[src/rtl/rb_sequencer_pkg.sv]
// Shared definitions for the register-bank sequencer: FSM state encoding,
// opcode constants and instruction field positions.
package rb_sequencer_pkg;

    typedef enum logic [1:0] {
        S_IDLE = 2'd0,
        S_READ = 2'd1,
        S_WB   = 2'd2,
        S_ACK  = 2'd3
    } state_t;

    typedef logic [3:0] opcode_t;

    localparam opcode_t OP_NOP = 4'd0;
    localparam opcode_t OP_ADD = 4'd1;
    localparam opcode_t OP_SUB = 4'd2;
    localparam opcode_t OP_AND = 4'd3;
    localparam opcode_t OP_OR  = 4'd4;
    localparam opcode_t OP_XOR = 4'd5;
    localparam opcode_t OP_NOT = 4'd6;
    localparam opcode_t OP_SLL = 4'd7;
    localparam opcode_t OP_SRL = 4'd8;
    localparam opcode_t OP_SRA = 4'd9;
    localparam opcode_t OP_SLT = 4'd10;
    localparam opcode_t OP_MOV = 4'd11;

    // Instruction word layout: [15:12] op, [11:9] rd, [8:6] rs, [5:3] rt, [2:0] reserved
    localparam int INSTR_W = 16;
    localparam int OP_LSB  = 12;
    localparam int OP_W    = 4;
    localparam int RD_LSB  = 9;
    localparam int RS_LSB  = 6;
    localparam int RT_LSB  = 3;
    localparam int RSVD_W  = 3;

endpackage

[src/rtl/rb_alu.sv]
// Combinational ALU for the sequencer: computes Z from op/A/B with modulo
// 2^DW wrap and flags opcodes 12-15 as illegal.
module rb_alu
    import rb_sequencer_pkg::*;
#(
    parameter int DW = 32
) (
    input  logic [3:0]    op_i,
    input  logic [DW-1:0] a_i,
    input  logic [DW-1:0] b_i,
    output logic [DW-1:0] z_o,
    output logic          illegal_o
);

    logic signed [DW-1:0] a_s;
    logic signed [DW-1:0] b_s;
    logic [4:0]           shamt;

    assign a_s   = a_i;
    assign b_s   = b_i;
    assign shamt = b_i[4:0];

    // Opcode decode; NOP yields zero and leaves the write-back decision to the FSM
    always_comb begin
        z_o       = '0;
        illegal_o = 1'b0;
        case (op_i)
            OP_NOP: z_o = '0;
            OP_ADD: z_o = a_i + b_i;
            OP_SUB: z_o = a_i - b_i;
            OP_AND: z_o = a_i & b_i;
            OP_OR:  z_o = a_i | b_i;
            OP_XOR: z_o = a_i ^ b_i;
            OP_NOT: z_o = ~a_i;
            OP_SLL: z_o = a_i << shamt;
            OP_SRL: z_o = a_i >> shamt;
            OP_SRA: z_o = a_s >>> shamt;
            OP_SLT: z_o = {{(DW-1){1'b0}}, (a_s < b_s)};
            OP_MOV: z_o = a_i;
            default: illegal_o = 1'b1;
        endcase
    end

endmodule

[src/rtl/rb_sequencer.sv]
// Initiator-side controller for the 8x32 register bank: accepts an
// instruction, reads rs/rt, computes Z, writes back to rd and waits for
// the bank's DONE (bounded by DONE_TMO) before reporting completion.
module rb_sequencer
    import rb_sequencer_pkg::*;
#(
    parameter int DW       = 32,
    parameter int AW       = 3,
    parameter int DONE_TMO = 4,
    parameter int CNTW     = 16
) (
    input  logic               clk,
    input  logic               rst,
    input  logic               instr_valid,
    input  logic [INSTR_W-1:0] instr,
    output logic               instr_ready,
    output logic [AW-1:0]      src1,
    output logic [AW-1:0]      src2,
    input  logic [DW-1:0]      A,
    input  logic [DW-1:0]      B,
    output logic [AW-1:0]      dest,
    output logic [DW-1:0]      Z,
    output logic               WR,
    input  logic               DONE,
    output logic [DW-1:0]      result,
    output logic               result_valid,
    output logic               err,
    output logic [CNTW-1:0]    retired
);

    localparam int TW = $clog2(DONE_TMO + 1);

    state_t          state_q;
    opcode_t         op_q;
    logic [AW-1:0]   rd_q;
    logic [TW-1:0]   tmo_q;
    logic [DW-1:0]   z_d;
    logic            alu_illegal;
    logic            unused_rsvd;

    // Reserved instruction bits carry no meaning
    assign unused_rsvd = ^instr[RSVD_W-1:0];

    assign instr_ready = (state_q == S_IDLE);

    rb_alu #(
        .DW (DW)
    ) u_alu (
        .op_i      (op_q),
        .a_i       (A),
        .b_i       (B),
        .z_o       (z_d),
        .illegal_o (alu_illegal)
    );

    // Sequencer FSM with timeout/retired counters and registered bank/result outputs
    always_ff @(posedge clk or posedge rst) begin
        if (rst) begin
            state_q      <= S_IDLE;
            op_q         <= OP_NOP;
            rd_q         <= '0;
            tmo_q        <= '0;
            src1         <= '0;
            src2         <= '0;
            dest         <= '0;
            Z            <= '0;
            WR           <= 1'b0;
            result       <= '0;
            result_valid <= 1'b0;
            err          <= 1'b0;
            retired      <= '0;
        end else begin
            result_valid <= 1'b0;
            err          <= 1'b0;
            case (state_q)
                S_IDLE: begin
                    if (instr_valid) begin
                        op_q    <= instr[OP_LSB +: OP_W];
                        rd_q    <= instr[RD_LSB +: AW];
                        src1    <= instr[RS_LSB +: AW];
                        src2    <= instr[RT_LSB +: AW];
                        state_q <= S_READ;
                    end
                end
                S_READ: begin
                    // A/B were sampled by the bank on the negedge after accept
                    if (alu_illegal) begin
                        err     <= 1'b1;
                        state_q <= S_IDLE;
                    end else if (op_q == OP_NOP) begin
                        result_valid <= 1'b1;
                        retired      <= retired + CNTW'(1);
                        state_q      <= S_IDLE;
                    end else begin
                        Z       <= z_d;
                        dest    <= rd_q;
                        WR      <= 1'b1;
                        state_q <= S_WB;
                    end
                end
                S_WB: begin
                    WR      <= 1'b0;
                    tmo_q   <= '0;
                    state_q <= S_ACK;
                end
                S_ACK: begin
                    if (DONE) begin
                        result       <= Z;
                        result_valid <= 1'b1;
                        retired      <= retired + CNTW'(1);
                        state_q      <= S_IDLE;
                    end else if (tmo_q == TW'(DONE_TMO - 1)) begin
                        err     <= 1'b1;
                        state_q <= S_IDLE;
                    end else begin
                        tmo_q <= tmo_q + TW'(1);
                    end
                end
                default: state_q <= S_IDLE;
            endcase
        end
    end

endmodule

[config.mk]
export PLATFORM = sky130hd
export DESIGN_NAME = rb_sequencer
export DESIGN_NICKNAME = d
export VERILOG_FILES = /design/src/rtl/rb_sequencer_pkg.sv /design/src/rtl/rb_alu.sv /design/src/rtl/rb_sequencer.sv
export SDC_FILE = /design/constraint.sdc
export NUM_CORES = 1
export LEC_CHECK = 0
export BUFFER_PORTS_ARGS = -buffer_cell sky130_fd_sc_hd__buf_2
export CORE_ASPECT_RATIO = 1.2
export CORE_MARGIN = 3
export CORE_UTILIZATION = 40
export CTS_BUF_LIST = sky130_fd_sc_hd__clkbuf_8
export CTS_CLUSTER_DIAMETER = 80
export CTS_CLUSTER_SIZE = 14
export DETAILED_ROUTE_END_ITERATION = 10
export GPL_TIMING_DRIVEN = 0
export SYNTH_ARGS = -nofsm -noshare
export SYNTH_HDL_FRONTEND = slang
export SYNTH_SLANG_ARGS = --single-unit
[constraint.sdc]
create_clock -name clk -period 7.1 [get_ports clk]
set_clock_uncertainty 0.05 [all_clocks]
set_input_delay 2.13 -clock clk [delete_from_list [all_inputs] [get_ports clk]]
set_output_delay 2.13 -clock clk [all_outputs]
set_load 0.02 [all_outputs]
==> flow_summary.yaml <==
critical_path:
  crit_chain: "buf_2 > clkbuf_1 > inv_1 > clkbuf_1 > clkbuf_2 > ha_1 > buf_6 > nor2_1 > o211ai_1 > a211oi_1 > o211ai_2 > o31ai_2 > a211oi_1 > xnor2_1 > a211oi_1 > a21oi_1"
  required_ns: 7.32
  crit_path_frequent_cell: "a211oi_1"
  path_buf_inv: 6
  r2r_end: "Z[4]"
  cpLargestDelayFamily: "compound AO/OA/AOI/OAI gates"
  critPathLaunch: "B[3]"
  worst_setup_path_start_kind: "primary input"
  reg2reg_slack_ns: 2.43
  timing.rr.start: "op_q[2]"
  end_kind: "flip-flop"
  crit_path_max_fanout: 11
  worstPathArrival_ns: 7.10
  slowest_stage: "a211oi_1"
  cp-endpoint: "Z[29]"
  reg2reg_depth: 9
  path_class: "in2reg"
  crit_cells: 16
  cpPeakStageDelay_ns: 0.71
floorplan:
  design.die.area_um2: 34400
  core_um2: 31500
  die_x_um: 170
  die_h_um: 203
  num_rows: 71
  io_pins: 177
  start_util: 0.408
sta:
  whs_ns: 0.420
  drv_slew: 0
  fin_ws_ns: 0.214
  hold_viol_final: 0
  worstMarginPinSlew_ns: 1.23
  relSlewSlack: 0.173
  rsz0062_at_grt: "false"
  setup_viol: 0
  fin_crit_sh: 0.970
  finalSetupTns_ns: 0
  fmax_mhz: 145
  min_period_ns: 6.89
global_routing:
  grt_pass1_vias: 13900
  grt_usage: 0.378
  grt-ovfl-total: 0
  grt_max_degree: 68
  antenna_found_initial: 0
  grt_first_pass_wirelength_um: 95800
final_layout:
  instances_no_fill: 2263
  syn_to_final_growth_pct: 12.6
  num_antenna_cells: 0
  drive_gt1_frac: 0.181
  nets: 2050
yosys:
  synth_warnings: 0
  synth.area.top_cells: "dfrtp_1, ha_1, mux2_2"
  synth-seq-cells: 104
  synth_cells: 1669
  synth_top_cells_by_count: "nand2_1, nor2_1, a21oi_1"
  yosys.cell_count.top_type: "nand2_1"
  synthesis.nets: 1862
  seq_area_frac_synth: 0.202
  async_flop_share: 1.00
  synth_edf_count: 0
  syn-cell-area_um2: 12900
  avgSynthCellArea_um2: 7.71
  synth_top_flop_cell: "dfrtp_1"
  synth_top_area_frac: 0.202
  ys_types: 91
  yosys.area.top_type: "dfrtp_1"
clock_network:
  hold_buffers: 0
  cts_inserted_buffers: 9
  clock_latency_ns: 0.42
  clock-root-buffer: "clkbuf_8"
  cts_tree: "done"
  h-tree-depth: 3
  clock_path_buffers: 2
  clkTransAtPathRegs_ns: 0.11
  cts.sinks: 104
  cts_setup_buffers: 0
placement:
  dpl.hpwl_um: 53900
  post-place-ws_ns: -0.151
  io_buffers: 173
  gp_congestion: 1.01
  dp.cells: 2247
worst_hold_path:
  min_from: "retired[15]"
  min_path_type: "reg2reg"
routing:
  wl_per_cell_um: 29.6
  first_iter_violations: 1845
  ant_nets: 0
  drc: 0
  first_pass_iters: 7
  via_count: 14800
  finalWirelength_um: 67000
  post_drt_via_cell_ratio: 6.53
power:
  power_leakage_nw: 6.35
  pwr-share-clk: 0.093
  switching_share: 0.552
  powerDensity_nw_per_um2: 289
  vdd_drop_max_v: 0.000112
  p_int_mw: 1.88
  p_sw_mw: 2.31
  p_seq_frac: 0.250
  comb_power_share: 0.657
flow_run:
  maxCapViolCount: 0
outcome:
  status: "completed"
## layer usage
| layer | track usage | share of wire | vias to the layer above |
|---|---|---|---|
| met5 | 0 | 0 | - |
| li1 | - | - | 6471 |
| met1 | 0.490 | 0.39 | 7122 |
| met2 | 0.610 | 0.45 | 971 |
| met3 | 0.0647 | 0.096 | 203 |
| met4 | 0.183 | 0.059 | 0 |
## worst min-delay path by stage
stage | cells past startpoint | slack, ns | endpoint
finish | 1 | 0.42 | retired[15]
global route | 1 | 0.44 | retired[15]
CTS | 2 | 0.42 | dest[1]
detailed placement | 1 | 0.41 | retired[15]
global placement | 2 | 0.39 | dest[1]
floorplan | 2 | 0.38 | dest[0]
## power by group through the flow
stage	logic (mW)	registers (mW)	clock network, mW
floorplan	1.35	1.28	0
global placement	2.65	1.05	0
detailed placement	2.67	1.06	0
CTS	2.68	1.04	0.400
global route	2.89	1.08	0.417
finish	2.75	1.05	0.388
## worst reg2reg max path: stages (launching register included)
cell      delay (ns)
dfrtp_1         0.41
clkbuf_1        0.50
nor2_1          0.17
nand2_1         0.17
and3b_1         0.23
clkbuf_1        0.71
buf_1           0.85
clkbuf_1        0.82
nor2_1          0.22
a31oi_1         0.41
## cell type report
class                   instances  area, um^2
fillers                      3303       17000
multi-input cells            1336        9230
flip-flops and latches        104        2600
repair buffers                177         925
plain buffers                 127         666
well taps                     401         502
inverters                     102         385
clock buffers                   9         124
clock inverters                 7        61.3
## cells in the final DEF (no fill, tap or decap), types with 16 or more instances in the layout
| cell | netlist | final |
|---|---|---|
| buf_2 | 19 | 192 |
| nand2_1 | 181 | 181 |
| nor2_1 | 177 | 177 |
| a21oi_1 | 137 | 137 |
| o21ai_0 | 123 | 123 |
| ha_1 | 107 | 107 |
| dfrtp_1 | 104 | 104 |
| inv_1 | 100 | 99 |
| clkbuf_1 | 72 | 72 |
| mux2_2 | 61 | 61 |
| mux2i_1 | 56 | 56 |
| nand3_1 | 32 | 32 |
| nor3_1 | 30 | 28 |
| o211ai_1 | 28 | 28 |
| a211oi_1 | 27 | 27 |
| a31oi_1 | 27 | 27 |
| a221oi_1 | 23 | 23 |
| xnor2_1 | 23 | 23 |
| o2111ai_1 | 18 | 18 |
| mux4_2 | 17 | 17 |
| o22ai_1 | 16 | 16 |
## repair_timing
action	4_1_cts	5_1_grt
resized for setup	0	1
endpoints found under the hold margin	0	0
setup endpoints to repair	0	1
## stage by stage
| step | area [um^2] | util | total power, mW |
|---|---|---|---|
| 6_report | 14500 | 0.460 | 4.19 |
| 5_1_grt | 14500 | 0.460 | 4.38 |
| 4_1_cts | 14500 | 0.460 | 4.12 |
| 3_5_place_dp | 14300 | 0.454 | 3.72 |
| 3_3_place_gp | 14200 | 0.451 | 3.69 |
| 2_1_floorplan | 12900 | - | 2.62 |
## registers in the layout, summed over array words and instances, names as in the netlist, named ones only
name,cells
tmo_q,3
err,1
result,32
state_q,1
src1,3
WR,1
Z,32
src2,3
op_q,4
dest,3
retired,16
rd_q,3
result_valid,1
## cell families (layout without fill, tap and decap cells)
| group | Yosys count | in the layout | synth area share |
|---|---|---|---|
| flops | 104 | 104 | 0.202 |
| fa+ha+maj | 109 | 109 | 0.107 |
| mux | 134 | 134 | 0.127 |
| xor+xnor | 25 | 25 | 0.0170 |
| simple gates | 518 | 518 | 0.180 |
| buf+inv | 229 | 422 | 0.0814 |
| compound gates | 550 | 550 | 0.286 |
Note: power is estimated with default switching activity, not from simulation.
